--- src/rtl/hazard_ctrl.sv ---
// Pipeline hazard control: load-use interlock, branch flush, memory wait stall.
// Keeps a saturating count of ID-stall cycles.
module hazard_ctrl #(
  parameter int FLUSH_CYCLES = 2,
  parameter int CNT_W        = 16
) (
  input  logic             i_clk,
  input  logic             i_rst_n,
  input  logic             i_id_valid,
  input  logic [2:0]       i_id_re_en,
  input  logic [3:0]       i_id_re_code0,
  input  logic [3:0]       i_id_re_code1,
  input  logic [3:0]       i_id_re_code2,
  input  logic             i_ex_valid,
  input  logic             i_ex_rd_en,
  input  logic [3:0]       i_ex_rd_code,
  input  logic             i_branch_taken,
  input  logic             i_mem_busy,
  input  logic             i_cnt_clr,
  output logic             o_stall_if,
  output logic             o_stall_id,
  output logic             o_stall_ex,
  output logic             o_stall_mem,
  output logic             o_bubble_ex,
  output logic             o_flush_id,
  output logic [1:0]       o_state,
  output logic [CNT_W-1:0] o_stall_cnt
);

  typedef enum logic [1:0] {
    RUN   = 2'd0,
    FLUSH = 2'd1
  } state_e;

  localparam logic [2:0] FLOAD = 3'(FLUSH_CYCLES - 1);

  state_e           state_q, state_d;
  logic [2:0]       fcnt_q, fcnt_d;
  logic [CNT_W-1:0] cnt_q, cnt_d;

  logic match;
  logic hazard;
  logic c_busy;
  logic c_brk;
  logic c_flush;
  logic c_haz;

  // r15 is the PC; writes to it resolve as branches, never as data hazards
  assign match =
    (i_id_re_en[0] && (i_id_re_code0 == i_ex_rd_code)) ||
    (i_id_re_en[1] && (i_id_re_code1 == i_ex_rd_code)) ||
    (i_id_re_en[2] && (i_id_re_code2 == i_ex_rd_code));

  assign hazard = i_id_valid && i_ex_valid && i_ex_rd_en &&
                  (i_ex_rd_code != 4'd15) && match;

  // Mutually exclusive conditions; gating with i_rst_n silences outputs in reset
  assign c_busy  = i_rst_n && i_mem_busy;
  assign c_brk   = i_rst_n && !i_mem_busy && i_branch_taken;
  assign c_flush = i_rst_n && !i_mem_busy && !i_branch_taken &&
                   (state_q == FLUSH);
  assign c_haz   = i_rst_n && !i_mem_busy && !i_branch_taken &&
                   (state_q == RUN) && hazard;

  always_comb begin
    state_d     = state_q;
    fcnt_d      = fcnt_q;
    o_stall_if  = 1'b0;
    o_stall_id  = 1'b0;
    o_stall_ex  = 1'b0;
    o_stall_mem = 1'b0;
    o_bubble_ex = 1'b0;
    o_flush_id  = 1'b0;
    unique case (1'b1)
      c_busy: begin
        o_stall_if  = 1'b1;
        o_stall_id  = 1'b1;
        o_stall_ex  = 1'b1;
        o_stall_mem = 1'b1;
      end
      c_brk: begin
        o_flush_id = 1'b1;
        fcnt_d     = FLOAD;
        state_d    = (FLOAD != 3'd0) ? FLUSH : RUN;
      end
      c_flush: begin
        o_flush_id = 1'b1;
        fcnt_d     = (fcnt_q == 3'd0) ? 3'd0 : fcnt_q - 3'd1;
        state_d    = (fcnt_q <= 3'd1) ? RUN : FLUSH;
      end
      c_haz: begin
        o_stall_if  = 1'b1;
        o_stall_id  = 1'b1;
        o_bubble_ex = 1'b1;
      end
      default: ;
    endcase
  end

  always_comb begin
    cnt_d = cnt_q;
    if (i_cnt_clr) begin
      cnt_d = '0;
    end else if (o_stall_id && (cnt_q != '1)) begin
      cnt_d = cnt_q + CNT_W'(1);
    end
  end

  always_ff @(posedge i_clk or negedge i_rst_n) begin
    if (!i_rst_n) begin
      state_q <= RUN;
      fcnt_q  <= 3'd0;
      cnt_q   <= '0;
    end else begin
      state_q <= state_d;
      fcnt_q  <= fcnt_d;
      cnt_q   <= cnt_d;
    end
  end

  assign o_state     = state_q;
  assign o_stall_cnt = cnt_q;

endmodule

--- config.mk ---
export PLATFORM = sky130hd
export DESIGN_NAME = hazard_ctrl
export DESIGN_NICKNAME = d
export VERILOG_FILES = /design/src/rtl/hazard_ctrl.sv
export SDC_FILE = /design/constraint.sdc
export NUM_CORES = 1
export LEC_CHECK = 0
export ABC_AREA = 0
export BUFFER_PORTS_ARGS = -buffer_cell sky130_fd_sc_hd__buf_2
export CAP_MARGIN = 0
export CELL_PAD_IN_SITES_DETAIL_PLACEMENT = 1
export CELL_PAD_IN_SITES_GLOBAL_PLACEMENT = 1
export CORE_AREA = 2 2 63 65
export DETAILED_ROUTE_END_ITERATION = 6
export DIE_AREA = 0 0 65 67
export GPL_ROUTABILITY_DRIVEN = 0
export HOLD_SLACK_MARGIN = 0.03
export PLACE_DENSITY_LB_ADDON = 0.1
export SLEW_MARGIN = 0
export SYNTH_ARGS = -nofsm -noshare
export SYNTH_HDL_FRONTEND = slang
export SYNTH_SLANG_ARGS = --single-unit
--- constraint.sdc ---
create_clock -name i_clk -period 6.25 [get_ports i_clk]
set_input_delay 0.625 -clock i_clk [delete_from_list [all_inputs] [get_ports i_clk]]
set_output_delay 0.625 -clock i_clk [all_outputs]
set_load 0.01 [all_outputs]
Word level (Yosys, flattened, before mapping)
Index checks and enable logic that the tools add are counted.

operators by class
  add/subtract/negate cells = 2
  equality and inequality tests = 6
  muxes and demuxes = 10
  reduce and logical (&&, ||, !) cells = 25
  magnitude comparators = 1

operators by type and width
  kind                     number
  $mux W16                 2
  $add A16 B1 Y16 const B  1
  $ne A16 B16 Y1 const B   1
  $logic_and A1 B1 Y1      15
  $eq A4 B4 Y1             3
  $pmux W3 S2              1
  $mux W1                  5
  $ne A4 B4 Y1 const B     1
  $pmux W2 S2              1
  $reduce_bool A2 Y1       2
  $reduce_or A2 Y1         2
  $le A3 B1 Y1 const B     1
  $logic_not A3 Y1         1
  $mux W3                  1
  $sub A3 B1 Y3 const B    1
  $eq A2 B1 Y1 const B     1
  $logic_not A1 Y1         2
  $logic_not A2 Y1         1
  $logic_or A1 B1 Y1       2

storage, ports and cells
  word-level logic and storage cells = 47
  register bits = 21
  output and inout bits = 24
  bits of input ports = 27

Depth between registers and ports, before layout
Gate-level depths: netlist (run 1).

  depth after elaboration = 11
  mapped depth = 8
  mapped depth without buffers = 7

Least setup slack after synthesis (run 1)
No wires, ideal clock.

  kind = input to register
  from = in i_ex_rd_code[0]
  to = reg cnt_q[11] (netlist: o_stall_cnt[11])
  buffers on the path = 0
  required time = 6172 ps
  data arrival time = 2084 ps
  stages on the path = 7
  slack = 4088 ps
  setup time = 78 ps
  cells stage by stage = xor2_1 -> nor3_1 -> nand3_1 -> a31o_1 -> a21o_4 -> or4_1 -> a21oi_1

between the ends
  cells in the longest elaborated chain, start to end = 10
  elaborated cells on any way between the ends = 16
  those cells by class = eq/ne: 4; mux: 1; reduce/logical: 11

RTL lines
  item                                    RTL line  text
  start: declaration                      16        input logic [3:0] i_ex_rd_code,
  $eq A4 B4 Y1 (on tied branches)         50, 51
  $logic_and A1 B1 Y1 (on tied branches)  50, 51
  $logic_or A1 B1 Y1                      50        (i_id_re_en[0] && (i_id_re_code0 == i_ex_rd_code)) ||
  $logic_or A1 B1 Y1                      51        (i_id_re_en[1] && (i_id_re_code1 == i_ex_rd_code)) ||
  $logic_and A1 B1 Y1 *                   55        (i_ex_rd_code != 4'd15) && match;
  $logic_and A1 B1 Y1 *                   63        (state_q == RUN) && hazard;
  $reduce_or A2 Y1 (no source line) *     --
  $mux W1 *                               74        unique case (1'b1)
  $logic_and A1 B1 Y1 *                   104       end else if (o_stall_id && (cnt_q != '1)) begin
  $reduce_bool A2 Y1 (no source line) *   --
  end signal: assignment                  117       cnt_q <= cnt_d;
  end: declaration                        39        logic [CNT_W-1:0] cnt_q, cnt_d;

Every way passes the cells marked *; elsewhere a longest branch is shown, timed or not.
A chain may end at the register's enable or synchronous reset.

Worst setup path after layout (run 1)
  from = in i_rst_n
  to = out o_stall_id

between the ends
  cells in the longest elaborated chain, start to end = 6
  elaborated cells on any way between the ends = 7
  those cells by class = mux: 1; reduce/logical: 6

RTL lines
  item                                 RTL line  text
  start: declaration                   8         input logic i_rst_n,
  $logic_and A1 B1 Y1 (3 in a row)     62        assign c_haz = i_rst_n && !i_mem_busy && !i_branch_taken &&
  $logic_and A1 B1 Y1                  63
  $reduce_or A2 Y1 (no source line) *  --
  $mux W1 *                            74
  end: declaration                     21        output logic o_stall_id,

Marks and branches as above.

==> metrics.md, run 1 <==
| Metric | Value |
|---|---|
| Ant diodes | 0 |
| Top cells by area, synth | dfrtp_1, a21oi_1, xor2_1, o21ai_0, nand2_1 |
| Top cell type's share of synthesized area | 0.3850 |
| Startpoint Class | input pin |
| Total GRT Usage | 0.1693 |
| Final worst path period share | 0.4082 |
| Syn-to-layout area delta | 25.41% |
| Switching share of power | 0.2672 |
| Largest net degree at the start of global routing | 28 |
| H-tree Lvls | 1 |
| Largest stage delay, worst path | 0.40 ns |
| GRT overflow | 0 |
| Mapped Avg Cell Area | 8.609 um2 |
| Vias in the first global route | 1259 |
| Final min period | 2.551 ns |
| Placed wire-length estimate | 2669 um |
| Worst-path fanout max | 23 |
| Post-CTS setup buffer count | 0 |
| Post-route insts no fill | 245 |
| Post-Syn Area | 0.001300 mm2 |
| Post-CTS Resized | 0 |
| Flops & latches, synth | 20 |
| Internal reg-to-reg setup slack | 4.02 ns |
| Cells on worst reg2reg path | 7 |
| DR DRC count | 0 |
| Status | complete, no violations |
| CTS tree | yes |
| Fin. max-slew vios | 0 |
| Net Count, Synth | 181 |
| CP Buf/Inv Count | 2 |
| # hold bufs at CTS | 0 |
| # setup viols final | 0 |
| Switching power | 0.09225 mW |
| Antenna viol nets, final | 0 |
| Layout Nets | 228 |
| Worst min path class | in2async |
| Initial DRC count | 13 |
| Worst setup EP type | output port |
| Reg-to-Reg End | o_stall_cnt[13] |
| Internal | 0.2531 mW |
| Synth warn | 0 |
| Skew-Pair Late Insertion Delay | 0.26 ns |
| TritonCTS Buffers | 3 |
| DRT Pass-1 Iters | 4 |
| Largest family of logic cells by synthesized area | simple AND/OR/NAND/NOR gates |
| Via count | 1251 |
| Sequential area share after synthesis | 0.3850 |
| Distinct cells, synth | 32 |
| Setup TNS | 0 ns |
| CP required | 5.62 ns |
| Ys flop type | dfrtp_1 |
| Combinational share of power | 0.187 |
| WS Path Type | in2out |
| Worst path most repeated cell | buf_2 |
| Wire length of the first global-routing pass | 5740 um |
| Starting Density | 0.3605 |
| Peak VDD IR | 0.1124 mV |
| Unrepaired setup endpoints after global routing | no |
| PD cells | 211.8 mW/mm2 |
| Ports | 51 |
| Slowest cell on crit path | buf_2 |
| Share of synthesized area spent on multiplexers | 0.008662 |
| Clock skew | 0.003826 ns |
| Routed vias/inst | 5.106 |
| CP arrival | 1.93 ns |
| Async SR Flop Fraction | 1.000 |
| Worst-path clk slew | 0.08 ns |
| DR WL/cell | 13.84 um |
| # clock sinks | 20 |
| Detailed Route WL | 3392 um |
| Sequential fraction of design power | 0.442 |
| Compound-gate portion of the synthesized area | 0.1732 |
| Pwr Total | 0.3453 mW |
| Finished Core Util | 0.4521 |
| Peak Freq | 392.0 MHz |
| Share of layout cells above drive strength 1 | 0.2995 |
| Adder-Cell Fraction of Synth Area | 0.02887 |
| Placeable Area | 0.003606 mm2 |
| Die H | 67 um |
| Cell total after placement | 241 |
| Endpoints failing hold | 0 |
| DIE WIDTH | 65 um |
| Worst r2r src | o_stall_cnt[7] |
| # rows | 22 |
| P_leak | 0.7798 nW |
| Yosys top cell by area | dfrtp_1 |
| Root Driver | clkbuf_8 |
| Critical-path cell list | buf_2 > nor2b_1 > nand4_1 > a31o_1 > nand2_1 > buf_2 |
| Post-synthesis xor/xnor area fraction | 0.08758 |
| Post-synth EDFFs | 0 |
| Initial antenna violation count | 0 |
| Synth Area in Simple Gates | 0.2551 |
| Max Cap Viol | 0 |
| Mapped Cells | 151 |
| DIE AREA | 0.004355 mm2 |
| Crit-path leading delay family | buffers and inverters |
| Clock power frac | 0.371 |
| Worst-case clock buffer depth | 2 |
| I/O Buffers | 49 |
-- kinds of logic after synthesis --
| logic type | after synthesis |
|---|---|
| simple gates | 60 |
| mux | 1 |
| xor+xnor | 13 |
| buf+inv | 15 |
| other cells | 1 |
| compound gates | 38 |
| flops | 20 |
| fa+ha+maj | 3 |
-- registers in the layout (all words and copies together) (netlist names) --
register	cells
o_stall_cnt	16
fcnt_q	3
o_state	1
-- synthesized netlist by cell type, types with 2 or more instances --
library cell	count
a21oi_1	16
and3_1	3
and3_4	2
buf_4	3
dfrtp_1	20
ha_1	3
inv_1	8
nand2_1	16
nand3_1	8
nand4_1	4
nor2_1	5
nor2b_1	2
nor3_1	3
o21ai_0	12
o31ai_1	7
or3_1	8
or4_1	5
xnor2_1	4
xor2_1	9
-- power groups by stage --
| stage | clock network [mW] | registers (mW) | logic [mW] |
|---|---|---|---|
| after floorplan | 0 | 0.153 | 0.0396 |
| after global placement | 0 | 0.154 | 0.0636 |
| after detailed placement | 0 | 0.155 | 0.0649 |
| after CTS | 0.131 | 0.152 | 0.0658 |
| after global routing | 0.139 | 0.154 | 0.0732 |
| final | 0.128 | 0.153 | 0.0645 |
-- metal layers --
| layer | track usage | wire, um |
|---|---|---|
| met1 | 0.2021 | 1442 |
| met2 | 0.3093 | 1707 |
| met3 | 0.03041 | 216 |
| met4 | 0.04787 | 25 |
| met5 | 0 | 0 |
-- metrics by stage --
step / worst slack (ns) / hold WS (ns) / area (um2)
6_report: 3.699 / 0.3233 / 1630
3_5_place_dp: 3.461 / 0.5156 / 1559
4_1_cts: 3.659 / 0.3342 / 1630
3_3_place_gp: 3.543 / 0.4941 / 1559
2_1_floorplan: 4.088 / 0.3294 / 1300
5_1_grt: 3.466 / 0.3544 / 1630
-- final cells by class --
class                           count  area (um2)
Multi-Input combinational cell    116       723.2
Fill cell                         460        1976
Clock inverter                      1       30.03
Sequential cell                    20       500.5
Tap cell                           48       60.06
Inverter                            8       30.03
Timing Repair Buffer               49       245.2
Clock buffer                        3       41.29
-- layout by cell type (no fill, tap or decap) --
master,count
and3_1,3
o21ai_0,12
nand2_1,16
nor2b_1,2
xnor2_1,4
or2_2,1
xor2_1,9
nand2b_1,1
a31o_1,1
mux2_2,1
or4_1,5
nand4_1,4
o31ai_1,7
clkbuf_8,3
nor3b_1,1
a21o_4,1
and3_4,2
a22o_1,1
bufinv_16,1
and4_4,1
nor2_1,5
nor3_1,3
conb_1,1
ha_1,3
inv_1,8
buf_2,49
a21oi_1,16
nand3_1,8
or3_1,8
dfrtp_1,20
-- worst reg2reg max path, delay by kind of cell, from the launching register on --
family	cells	cell delay, ns
simple gates	5	1.28
flops	1	0.43
compound gates	2	0.46
-- worst max path at each step --
stage / startpoint / to / slack, ns / cells past startpoint
after detailed placement: i_rst_n / o_stall_cnt[15] / 3.46 / 7
after CTS: i_rst_n / o_stall_id / 3.66 / 6
after global placement: i_rst_n / o_stall_cnt[9] / 3.54 / 7
final: i_rst_n / o_stall_id / 3.70 / 6
after global routing: i_rst_n / o_stall_id / 3.47 / 6
after floorplan: i_ex_rd_code[0] / o_stall_cnt[11] / 4.09 / 7
(Power assumes the default switching activity.)
==> inputs of run 2 (changes only) <==
- CORE_AREA: 2 2 63 65 -> 2 2 65 67
- DIE_AREA: 0 0 65 67 -> 0 0 67 69
- clock period: 6.25 -> 2.51 ns (I/O delays scaled with it)
==> metrics.md, run 2 (synthesis results as in run 1) <==
| Metric | Value |
|---|---|
| Status | complete, no violations |
| Largest net degree at the start of global routing | 28 |
| Setup TNS | 0 ns |
| Max reg flops | 16 |
| Total GRT Usage | 0.1551 |
| DRT Pass-1 Iters | 3 |
| Initial DRC count | 27 |
| # hold bufs at CTS | 1 |
| Clock skew | 0.001496 ns |
| Ports | 51 |
| Final worst path period share | 0.9363 |
| Finished Core Util | 0.4217 |
| H-tree Lvls | 1 |
| DR WL/cell | 14.42 um |
| Post-CTS setup buffer count | 0 |
| Placeable Area | 0.003914 mm2 |
| Root Driver | clkbuf_8 |
| Layout Nets | 230 |
| # rows | 23 |
| DIE WIDTH | 67 um |
| PD cells | 523.4 mW/mm2 |
| Crit-path leading delay family | simple AND/OR/NAND/NOR gates |
| Detailed Route WL | 3590 um |
| Worst-case clock buffer depth | 2 |
| Post-CTS Resized | 0 |
| P_leak | 0.7888 nW |
| Worst r2r src | o_stall_cnt[7] |
| DIE AREA | 0.004623 mm2 |
| Wire length of the first global-routing pass | 5775 um |
| Skew-Pair Late Insertion Delay | 0.25 ns |
| Initial antenna violation count | 0 |
| Startpoint Class | input pin |
| Peak Freq | 425.5 MHz |
| Most common cell after layout, fill and taps aside | buf_2 |
| CTS tree | yes |
| Endpoints failing hold | 0 |
| Slowest cell on crit path | dlygate4sd3_1 |
| Antenna viol nets, final | 0 |
| Ant diodes | 0 |
| Cells on worst reg2reg path | 7 |
| Routed vias/inst | 5.092 |
| Starting Density | 0.3322 |
| Die H | 69 um |
| Worst setup EP type | flip-flop |
| Internal reg-to-reg setup slack | 0.26 ns |
| WS Path Type | in2reg |
| CP Buf/Inv Count | 2 |
| Syn-to-layout area delta | 26.95% |
| Share of layout cells above drive strength 1 | 0.3015 |
| CP arrival | 2.53 ns |
| TritonCTS Buffers | 3 |
| Reg-to-Reg End | o_stall_cnt[13] |
| Max Cap Viol | 0 |
| Vias in the first global route | 1301 |
| CP required | 2.69 ns |
| Hold Startpoint | i_branch_taken |
| # clock sinks | 20 |
| Critical-path cell list | dlygate4sd3_1 > buf_2 > nor2b_1 > nand4_1 > a31o_1 > a21o_4 > or4_1 > a21oi_1 |
| I/O Buffers | 49 |
| Worst hold path cell count | 3 |
| Largest stage delay, worst path | 0.53 ns |
| Fin. max-slew vios | 0 |
| Worst-path clk slew | 0.08 ns |
| GRT overflow | 0 |
| Peak VDD IR | 0.2949 mV |
| Worst-path fanout max | 27 |
| Commonest non-fill, non-tap cells in the layout | buf_2, dfrtp_1, nand2_1, a21oi_1, o21ai_0 |
| Hold Path End | fcnt_q[0] |
| Final min period | 2.350 ns |
| Unrepaired setup endpoints after global routing | no |
| Via count | 1268 |
| Placed wire-length estimate | 2727 um |
| Worst min path class | in2reg |
| DR DRC count | 0 |
| # setup viols final | 0 |
## run 2: cell types whose count changed in the layout (fill, tap and decap cells not counted)
cell,change
buf_4,+1
dlygate4sd3_1,+1
## run 2: worst max-delay path by stage
stage	start	to	slack, ns	depth (start not counted)
after global routing	i_rst_n	o_stall_cnt[9]	0.01	8
final	i_rst_n	o_stall_cnt[13]	0.16	8
after floorplan	o_stall_cnt[7]	o_stall_cnt[11]	0.47	7
after CTS	i_rst_n	o_stall_cnt[13]	0.14	8
after detailed placement	o_stall_cnt[7]	o_stall_cnt[13]	0.29	7
after global placement	o_stall_cnt[7]	o_stall_cnt[9]	0.36	7
## run 2: routing by layer
layer	routed length (um)	part of all wire	GRT usage	vias up
met5	0	0	0	-
met3	274	0.076	0.02773	4
li1	-	-	-	630
met1	1575	0.44	0.1996	596
met4	25	0.0070	0.04308	0
met2	1715	0.48	0.2618	38
## run 2: report_power, final
part / switching [mW] / internal (mW)
logic: 0.0897 / 0.0731
registers: 0.0350 / 0.346
clock network: 0.108 / 0.213
total: 0.232 / 0.631
## run 2: per-stage QoR
step                cells  power (mW)  hold WS, ns  cell area [um2]  setup slack, ns
CTS                   249      0.8785       0.2965             1650           0.1398
global placement      244      0.5416       0.2711             1569           0.3591
detailed placement    244      0.5506       0.2838             1569           0.2888
global route          249      0.9143       0.3439             1650          0.01042
floorplan             151      0.4799     -0.04459             1300           0.4723
finish                249      0.8637       0.2993             1650           0.1599
## run 2: cell type report
cell class                 instances  area, um2
clock buffer                       3      41.29
clock inverter                     1      30.03
fill                             509       2263
inverter                           8      30.03
multi-input combinational        116      723.2
sequential                        20      500.5
tap                               50      62.56
timing repair buffer              51      262.8
## run 2: tightest hold or removal path: cells and delay by family
kind	cells	cell delay, ns
compound gates	1	0.09
simple gates	1	0.06
buf+inv	1	0.12
